File: config.mk
export PLATFORM = sky130hd
export DESIGN_NAME = sram_arbiter_flat
export DESIGN_NICKNAME = d
export VERILOG_FILES = /design/src/rtl/sram_arbiter_if.sv /design/src/rtl/sram_arbiter.sv /design/src/flat_wrapper.sv
export SDC_FILE = /design/constraint.sdc
export NUM_CORES = 1
export LEC_CHECK = 0
export CAP_MARGIN = 15
export CORE_ASPECT_RATIO = 2
export CORE_MARGIN = 10
export CORE_UTILIZATION = 25
export DETAILED_ROUTE_END_ITERATION = 10
export PLACE_DENSITY = 0.82
export SLEW_MARGIN = 10
export SYNTH_ARGS = -nofsm -noshare
export SYNTH_HDL_FRONTEND = slang
export SYNTH_SLANG_ARGS = --single-unit
File: constraint.sdc
create_clock -name clk -period 1.4 [get_ports clk]
set_input_delay 0.28 -clock clk [delete_from_list [all_inputs] [get_ports clk]]
set_output_delay 0.28 -clock clk [all_outputs]
set_load 0.02 [all_outputs]
File: src/rtl/sram_arbiter_if.sv
// sram_arbiter_if -- instruction/data request ports and SRAM command bus of the arbiter.
// rev 1.0
`default_nettype none

interface sram_arbiter_if;
    logic        inst_req;
    logic [31:0] inst_addr;
    logic        inst_addr_ok;
    logic        inst_data_ok;
    logic [31:0] inst_rdata;

    logic        data_req;
    logic        data_wr;
    logic [3:0]  data_wstrb;
    logic [31:0] data_addr;
    logic [31:0] data_wdata;
    logic        data_addr_ok;
    logic        data_data_ok;
    logic [31:0] data_rdata;

    logic        mem_en;
    logic [3:0]  mem_wen;
    logic [31:0] mem_addr;
    logic [31:0] mem_wdata;
    logic [31:0] mem_rdata;

    // Requesters plus the SRAM model: drive requests and read data, observe everything else.
    modport master (
        output inst_req, inst_addr,
        output data_req, data_wr, data_wstrb, data_addr, data_wdata,
        output mem_rdata,
        input  inst_addr_ok, inst_data_ok, inst_rdata,
        input  data_addr_ok, data_data_ok, data_rdata,
        input  mem_en, mem_wen, mem_addr, mem_wdata
    );

    modport slave (
        input  inst_req, inst_addr,
        input  data_req, data_wr, data_wstrb, data_addr, data_wdata,
        input  mem_rdata,
        output inst_addr_ok, inst_data_ok, inst_rdata,
        output data_addr_ok, data_data_ok, data_rdata,
        output mem_en, mem_wen, mem_addr, mem_wdata
    );
endinterface

`default_nettype wire

File: src/rtl/sram_arbiter.sv
// sram_arbiter -- round-robin arbitration of inst/data ports onto one synchronous SRAM.
// rev 1.0
`default_nettype none

module sram_arbiter #(
    parameter bit DATA_FIRST = 1'b1
) (
    input  logic          clk,
    input  logic          rst,
    sram_arbiter_if.slave bus
);

    localparam logic [1:0] IDLE   = 2'd0;
    localparam logic [1:0] RESP_I = 2'd1;
    localparam logic [1:0] RESP_D = 2'd2;

    logic [1:0] state;
    logic [1:0] state_nxt;
    logic       last_d;
    logic       grant_i;
    logic       grant_d;
    logic       conflict;

    // last_d=1 means data won the previous conflict, so inst wins the next one.
    always_comb begin
        conflict = ~rst & bus.inst_req & bus.data_req;
        grant_d  = ~rst & bus.data_req & (~bus.inst_req | ~last_d);
        grant_i  = ~rst & bus.inst_req & ~grant_d;
    end

    always_ff @(posedge clk) begin
        if (rst) begin
            state  <= IDLE;
            last_d <= ~DATA_FIRST;
        end else begin
            state <= state_nxt;
            if (conflict) begin
                last_d <= grant_d;
            end
        end
    end

    always_comb begin
        state_nxt = IDLE;
        if (grant_i) begin
            state_nxt = RESP_I;
        end else if (grant_d) begin
            state_nxt = RESP_D;
        end
    end

    always_comb begin
        bus.inst_addr_ok = grant_i;
        bus.data_addr_ok = grant_d;
        bus.mem_en       = grant_i | grant_d;
        bus.mem_wen      = 4'b0;
        bus.mem_addr     = 32'h0;
        bus.mem_wdata    = 32'h0;
        bus.inst_data_ok = 1'b0;
        bus.inst_rdata   = 32'h0;
        bus.data_data_ok = 1'b0;
        bus.data_rdata   = 32'h0;

        if (grant_i) begin
            bus.mem_addr = bus.inst_addr;
        end else if (grant_d) begin
            bus.mem_addr  = bus.data_addr;
            bus.mem_wen   = bus.data_wr ? bus.data_wstrb : 4'b0;
            bus.mem_wdata = bus.data_wdata;
        end

        // The response slot is masked while rst is high, even before state clears.
        if (!rst) begin
            case (state)
                RESP_I: begin
                    bus.inst_data_ok = 1'b1;
                    bus.inst_rdata   = bus.mem_rdata;
                end
                RESP_D: begin
                    bus.data_data_ok = 1'b1;
                    bus.data_rdata   = bus.mem_rdata;
                end
                default: ;
            endcase
        end
    end

endmodule

`default_nettype wire

File: src/flat_wrapper.sv
// flat-port wrapper written by rule: the top's interface ports become plain ports
module sram_arbiter_flat 
#(
    parameter bit DATA_FIRST = 1'b1
)
  (clk, rst, bus_inst_req, bus_inst_addr, bus_data_req, bus_data_wr, bus_data_wstrb, bus_data_addr, bus_data_wdata, bus_mem_rdata, bus_inst_addr_ok, bus_inst_data_ok, bus_inst_rdata, bus_data_addr_ok, bus_data_data_ok, bus_data_rdata, bus_mem_en, bus_mem_wen, bus_mem_addr, bus_mem_wdata);
  sram_arbiter_if bus_i ();
  input  logic clk;
  input  logic rst;
  input wire logic [$bits(bus_i.inst_req)-1:0] bus_inst_req;
  input wire logic [$bits(bus_i.inst_addr)-1:0] bus_inst_addr;
  input wire logic [$bits(bus_i.data_req)-1:0] bus_data_req;
  input wire logic [$bits(bus_i.data_wr)-1:0] bus_data_wr;
  input wire logic [$bits(bus_i.data_wstrb)-1:0] bus_data_wstrb;
  input wire logic [$bits(bus_i.data_addr)-1:0] bus_data_addr;
  input wire logic [$bits(bus_i.data_wdata)-1:0] bus_data_wdata;
  input wire logic [$bits(bus_i.mem_rdata)-1:0] bus_mem_rdata;
  output wire logic [$bits(bus_i.inst_addr_ok)-1:0] bus_inst_addr_ok;
  output wire logic [$bits(bus_i.inst_data_ok)-1:0] bus_inst_data_ok;
  output wire logic [$bits(bus_i.inst_rdata)-1:0] bus_inst_rdata;
  output wire logic [$bits(bus_i.data_addr_ok)-1:0] bus_data_addr_ok;
  output wire logic [$bits(bus_i.data_data_ok)-1:0] bus_data_data_ok;
  output wire logic [$bits(bus_i.data_rdata)-1:0] bus_data_rdata;
  output wire logic [$bits(bus_i.mem_en)-1:0] bus_mem_en;
  output wire logic [$bits(bus_i.mem_wen)-1:0] bus_mem_wen;
  output wire logic [$bits(bus_i.mem_addr)-1:0] bus_mem_addr;
  output wire logic [$bits(bus_i.mem_wdata)-1:0] bus_mem_wdata;
  assign bus_i.inst_req = bus_inst_req;
  assign bus_i.inst_addr = bus_inst_addr;
  assign bus_i.data_req = bus_data_req;
  assign bus_i.data_wr = bus_data_wr;
  assign bus_i.data_wstrb = bus_data_wstrb;
  assign bus_i.data_addr = bus_data_addr;
  assign bus_i.data_wdata = bus_data_wdata;
  assign bus_i.mem_rdata = bus_mem_rdata;
  assign bus_inst_addr_ok = bus_i.inst_addr_ok;
  assign bus_inst_data_ok = bus_i.inst_data_ok;
  assign bus_inst_rdata = bus_i.inst_rdata;
  assign bus_data_addr_ok = bus_i.data_addr_ok;
  assign bus_data_data_ok = bus_i.data_data_ok;
  assign bus_data_rdata = bus_i.data_rdata;
  assign bus_mem_en = bus_i.mem_en;
  assign bus_mem_wen = bus_i.mem_wen;
  assign bus_mem_addr = bus_i.mem_addr;
  assign bus_mem_wdata = bus_i.mem_wdata;
  sram_arbiter #(.DATA_FIRST(DATA_FIRST)) u_core (.clk(clk), .rst(rst), .bus(bus_i));
endmodule
# Word level (Yosys, flattened, before mapping)
# Cells that the tools add are included.
[totals]
input_bits = 137
word_cells = 34
output_inout_bits = 137
regBits = 3
[classes]
n_reduce_logical = 1
n_eq_ne = 2
mux = 17
bitwise_logic = 11
[op_table]
columns = ["op", "count"]
rows = [
  ["2-to-1 mux 32 bit", 8],
  ["2-to-1 mux 4 bit", 3],
  ["AND 1 bit", 5],
  ["2-to-1 mux 1 bit", 5],
  ["NOT 1 bit", 4],
  ["equality test 2 x 1 -> 1 bit, second input constant", 1],
  ["equality test 2 bit, second input constant", 1],
  ["2-to-1 mux 2 bit", 1],
  ["bitwise OR 1 bit", 2],
  ["OR reduction 2 bit", 1],
]

# Depth between registers and ports, before layout
[depth]
ltp_word = 6
depth_mapped = 5
depth_no_buf = 2

# Worst setup path after synthesis
# OpenSTA, ideal clock, no wires.
[synth_timing]
path_kind = "input-to-output"
start = "input port rst"
end = "output port bus_mem_wen[2]"
path_stages = 3
slack_ns = -0.241
t_arrival_ns = 1.361
path_cell_list = "buf_2 buf_1 nor4bb_1"
[synth_via]
elab_chain_len = 6
word_cells_on_any_way = 8
cone_classes = "mux (2); bitwise (6)"
[synth_rtl]
columns = ["element", "line_no", "text"]
rows = [
  ["start: declaration", "flat_wrapper.sv:9", "input logic rst;"],
  ["NOT 1 bit *", "sram_arbiter.sv:27, sram_arbiter.sv:28", ""],
  ["AND 1 bit (2 in a row)", "sram_arbiter.sv:27", "grant_d = ~rst & bus.data_req & (~bus.inst_req | ~last_d);"],
  ["NOT 1 bit", "sram_arbiter.sv:28", "grant_i = ~rst & bus.inst_req & ~grant_d;"],
  ["AND 1 bit", "sram_arbiter.sv:28", ""],
  ["2-to-1 mux 4 bit *", "sram_arbiter.sv:64", "if (grant_i) begin"],
  ["end: declaration", "flat_wrapper.sv:25", "output wire logic [$bits(bus_i.mem_wen)-1:0] bus_mem_wen;"],
]
# Every way passes the cells marked *; elsewhere a longest branch is shown, timed or not.

# Final worst setup path
[layout_timing]
start = "register u_core.last_d"
end = "output port bus_mem_wdata[6]"
[layout_via]
elab_chain_len = 6
word_cells_on_any_way = 7
cone_classes = "mux (2); bitwise (5)"
[layout_rtl]
columns = ["element", "line_no", "text"]
rows = [
  ["start: declaration", "sram_arbiter.sv:19", "logic last_d;"],
  ["start signal: assignment", "sram_arbiter.sv:34", "last_d <= ~DATA_FIRST;"],
  ["start signal: assignment", "sram_arbiter.sv:38", "last_d <= grant_d;"],
  ["NOT 1 bit *", "sram_arbiter.sv:27", ""],
  ["bitwise OR 1 bit *", "sram_arbiter.sv:27", ""],
  ["AND 1 bit *", "sram_arbiter.sv:27", ""],
  ["NOT 1 bit", "sram_arbiter.sv:28", ""],
  ["AND 1 bit", "sram_arbiter.sv:28", ""],
  ["2-to-1 mux 32 bit *", "sram_arbiter.sv:64", ""],
  ["end: declaration", "flat_wrapper.sv:27", "output wire logic [$bits(bus_i.mem_wdata)-1:0] bus_mem_wdata;"],
]
# Marked as above.

==> results.md <==
- Pwr Total: 2.50 mW
- Core area: approximately 7500 µm²
- Worst-Margin Slew: roughly 0.24 ns
- Vias: between 3,000 and 4,000
- Type of element launching the critical path: flop
- Hold Fails Final Rpt: 0
- CTS sink count: 3
- Root buffer cell: clkbuf_16
- Net count after synthesis: between 300 and 400
- Synth Area in XOR/XNOR: 0%
- Clock Latency Late Sink: around 0.23 ns
- Synth Area in Adders: 0%
- Static Leakage: roughly 2.6 nW
- Total global routing overflow: 0
- Failing checks: negative setup slack
- Worst-path clk slew: about 0.030 ns
- Place WS: -1.09 ns
- Multiplexer area fraction after synthesis: 0%
- Critical Path RT: about 1.1 ns
- # H-tree levels: 1
- Final setup margin: -0.353 ns
- Post-route minimum period: 1.75 ns
- Io pins: approximately 270
- Total routed wirelength: around 16,000 µm
- Effective utilization at floorplan: between 20% and 30%
- Post-Synthesis Cells: about 250
- Critical path fanouts, max: 8
- Finish-stage setup viols: about 140
- Share of cells above drive strength 1: between 60 and 70%
- P per Cell Area: between 300 and 400 nW/µm²
- Initial antenna violation count: 0
- DIE HEIGHT: about 140 µm
- Post-synthesis compound-gate area fraction: 26.6%
- Hold depth: 4
- Slew HR: 83.7%
- Final HPWL DP: approximately 11,000 µm
- Largest family of logic cells by synthesized area: simple AND/OR/NAND/NOR gates
- TritonRoute pass-1 iters: 4
- Die Width: approximately 82 µm
- Final Wtd Congestion: between 0.7 and 0.8
- Distinct cells, synth: 22
- Vias in the first global route: between 3,000 and 4,000
- First-pass GRT wire length: about 22,000 µm
- RSZ-0062 raised after global routing: true
- Setup CP Type: reg2out
- Diodes inserted: 0
- # nets final: between 600 and 700
- CP Data Arrival Time: approximately 1.5 ns
- TritonCTS Buffers: 3
- Clk_skew: between 0.002 and 0.0025 ns
- CTS tree: yes
- Routed vias/inst: 4.98
- Sequential fraction of the synthesis area: about 3.1%
- Die Area: approximately 12,000 µm²
- Area grow syn2layout: 226%
- Status: finished with violations
- CTS max path bufs: 2
- Register-to-Register Path Depth: 5
- Post-Syn Area: about 1900 µm²
- Critical Path Sink Type: output pin
- Final Cycle Share: 125%
- Max Slew Vio Count: 0
- Worst R2R Setup Slack: between 0.1 and 0.15 ns
- Hold_buf cts: 0
- Routed Antenna Nets: 0
- Setup TNS: -31.48 ns
- Average wire per standard cell: 24.1 µm
- Drt drc: 0
- Hold Crit Class: in2reg
- First DRT Iteration DRCs: 62
- Overall Global Routing Usage: 24.4%
- F_max: roughly 0.57 GHz
- Simple-gate share of the synthesized area: approximately 60%
- Ys Warns: 0
- Synthesized area per cell: 7.83 µm²
- Flops & latches, synth: 3
- Largest net degree at the start of global routing: 33
- Max-cap violations: 0
- VDD IR max: around 420 µV
- Row count: 45
- # port buffers: approximately 270
## path summary, 6_finish.rpt
kind / from / end
worst max-delay path: u_core.last_d$_SDFFE_PP0P_ / bus_mem_wdata[6]
worst min-delay path: bus_data_req / u_core.last_d$_SDFFE_PP0P_
worst max register to register: u_core.last_d$_SDFFE_PP0P_ / u_core.state[1]$_SDFF_PP0_
worst min register to register: u_core.last_d$_SDFFE_PP0P_ / u_core.last_d$_SDFFE_PP0P_
## cell usage in the layout (no fill, tap or decap), drive strengths merged
| cell | Yosys | final |
|---|---|---|
| nand2b | 64 | 64 |
| nor3 | 3 | 3 |
| dlymetal6s2s | 0 | 1 |
| nand2 | 1 | 1 |
| buf | 23 | 198 |
| nor2b | 1 | 1 |
| and2 | 62 | 62 |
| bufbuf | 0 | 2 |
| a21bo | 2 | 5 |
| nor2 | 4 | 4 |
| clkbuf | 10 | 6 |
| clkdlybuf4s15 | 0 | 1 |
| nor3b | 34 | 34 |
| o32ai | 32 | 32 |
| dfxtp | 3 | 3 |
| nor4bb | 5 | 5 |
| inv | 1 | 1 |
| clkdlybuf4s50 | 0 | 132 |
| a21oi | 1 | 1 |
| nand3b | 1 | 1 |
## cells by family (layout without fill, tap and decap cells)
| logic type | Yosys count | after routing |
|---|---|---|
| simple gates | 175 | 175 |
| compound gates | 35 | 38 |
| buf+inv | 34 | 341 |
| flops | 3 | 3 |
## cells in the mapped netlist, drive strengths merged
| master | number | area share (%) |
|---|---|---|
| a21bo | 2 | 1.0 |
| a21oi | 1 | 0.26 |
| and2 | 62 | 20 |
| buf | 23 | 8.5 |
| clkbuf | 10 | 2.1 |
| dfxtp | 3 | 3.1 |
| inv | 1 | 0.19 |
| nand2 | 1 | 0.19 |
| nand2b | 64 | 21 |
| nand3b | 1 | 0.39 |
| nor2 | 4 | 0.78 |
| nor2b | 1 | 0.32 |
| nor3 | 3 | 0.78 |
| nor3b | 34 | 14 |
| nor4bb | 5 | 2.6 |
| o32ai | 32 | 25 |
## flip-flops by register name (all words and copies together) (netlist names)
name	flops
u_core.last_d	1
u_core.state	2
## worst max-delay path, stage by stage, from the launching register on
cell	delay [ns]
dfxtp_4	0.35
a21bo_4	0.28
buf_6	0.16
buf_16	0.14
nor3b_2	0.14
buf_4	0.17
## metrics by stage
step                      cell area (µm²)  std cells  hold slack [ns]  utilization [%]
after floorplan                      2370        247            0.444                -
after global placement               5350        608            0.655             70.9
after global routing                 6310        651            0.575             83.6
after detailed placement             5350        608            0.692             70.9
final                                6310        651            0.554             83.6
after CTS                            6160        649            0.528             81.6
## metal layers
layer | up-vias | GRT usage (%) | wire length (µm)
met5 | - | 0 | 0
met1 | 1560 | 24.1 | 4930
met2 | 168 | 46.2 | 8980
met3 | 30 | 7.71 | 1280
met4 | 0 | 6.49 | 502
li1 | 1487 | - | -
## power breakdown
part / switching (mW) / internal [mW] / total, mW
Clock: 0.0849 / 0.377 / 0.461
Combinational: 0.830 / 1.11 / 1.94
Sequential: 0.00812 / 0.0893 / 0.0974
Total: 0.923 / 1.58 / 2.50
## layout make-up
class / instances / area (µm²)
flip-flops and latches: 3 / 71.3
inverters: 1 / 3.75
well taps: 94 / 118
clock buffers: 4 / 78.8
fillers: 425 / 1230
repair buffers: 336 / 3560
multi-input cells: 213 / 2480
## repair_timing
action,4_1_cts,5_1_grt
cloned,13,1
buffers inserted,25,8
setup endpoints to repair,138,137
pin swaps,42,40
gates resized for setup,753,180
Note: power is estimated with default switching activity, not from simulation.
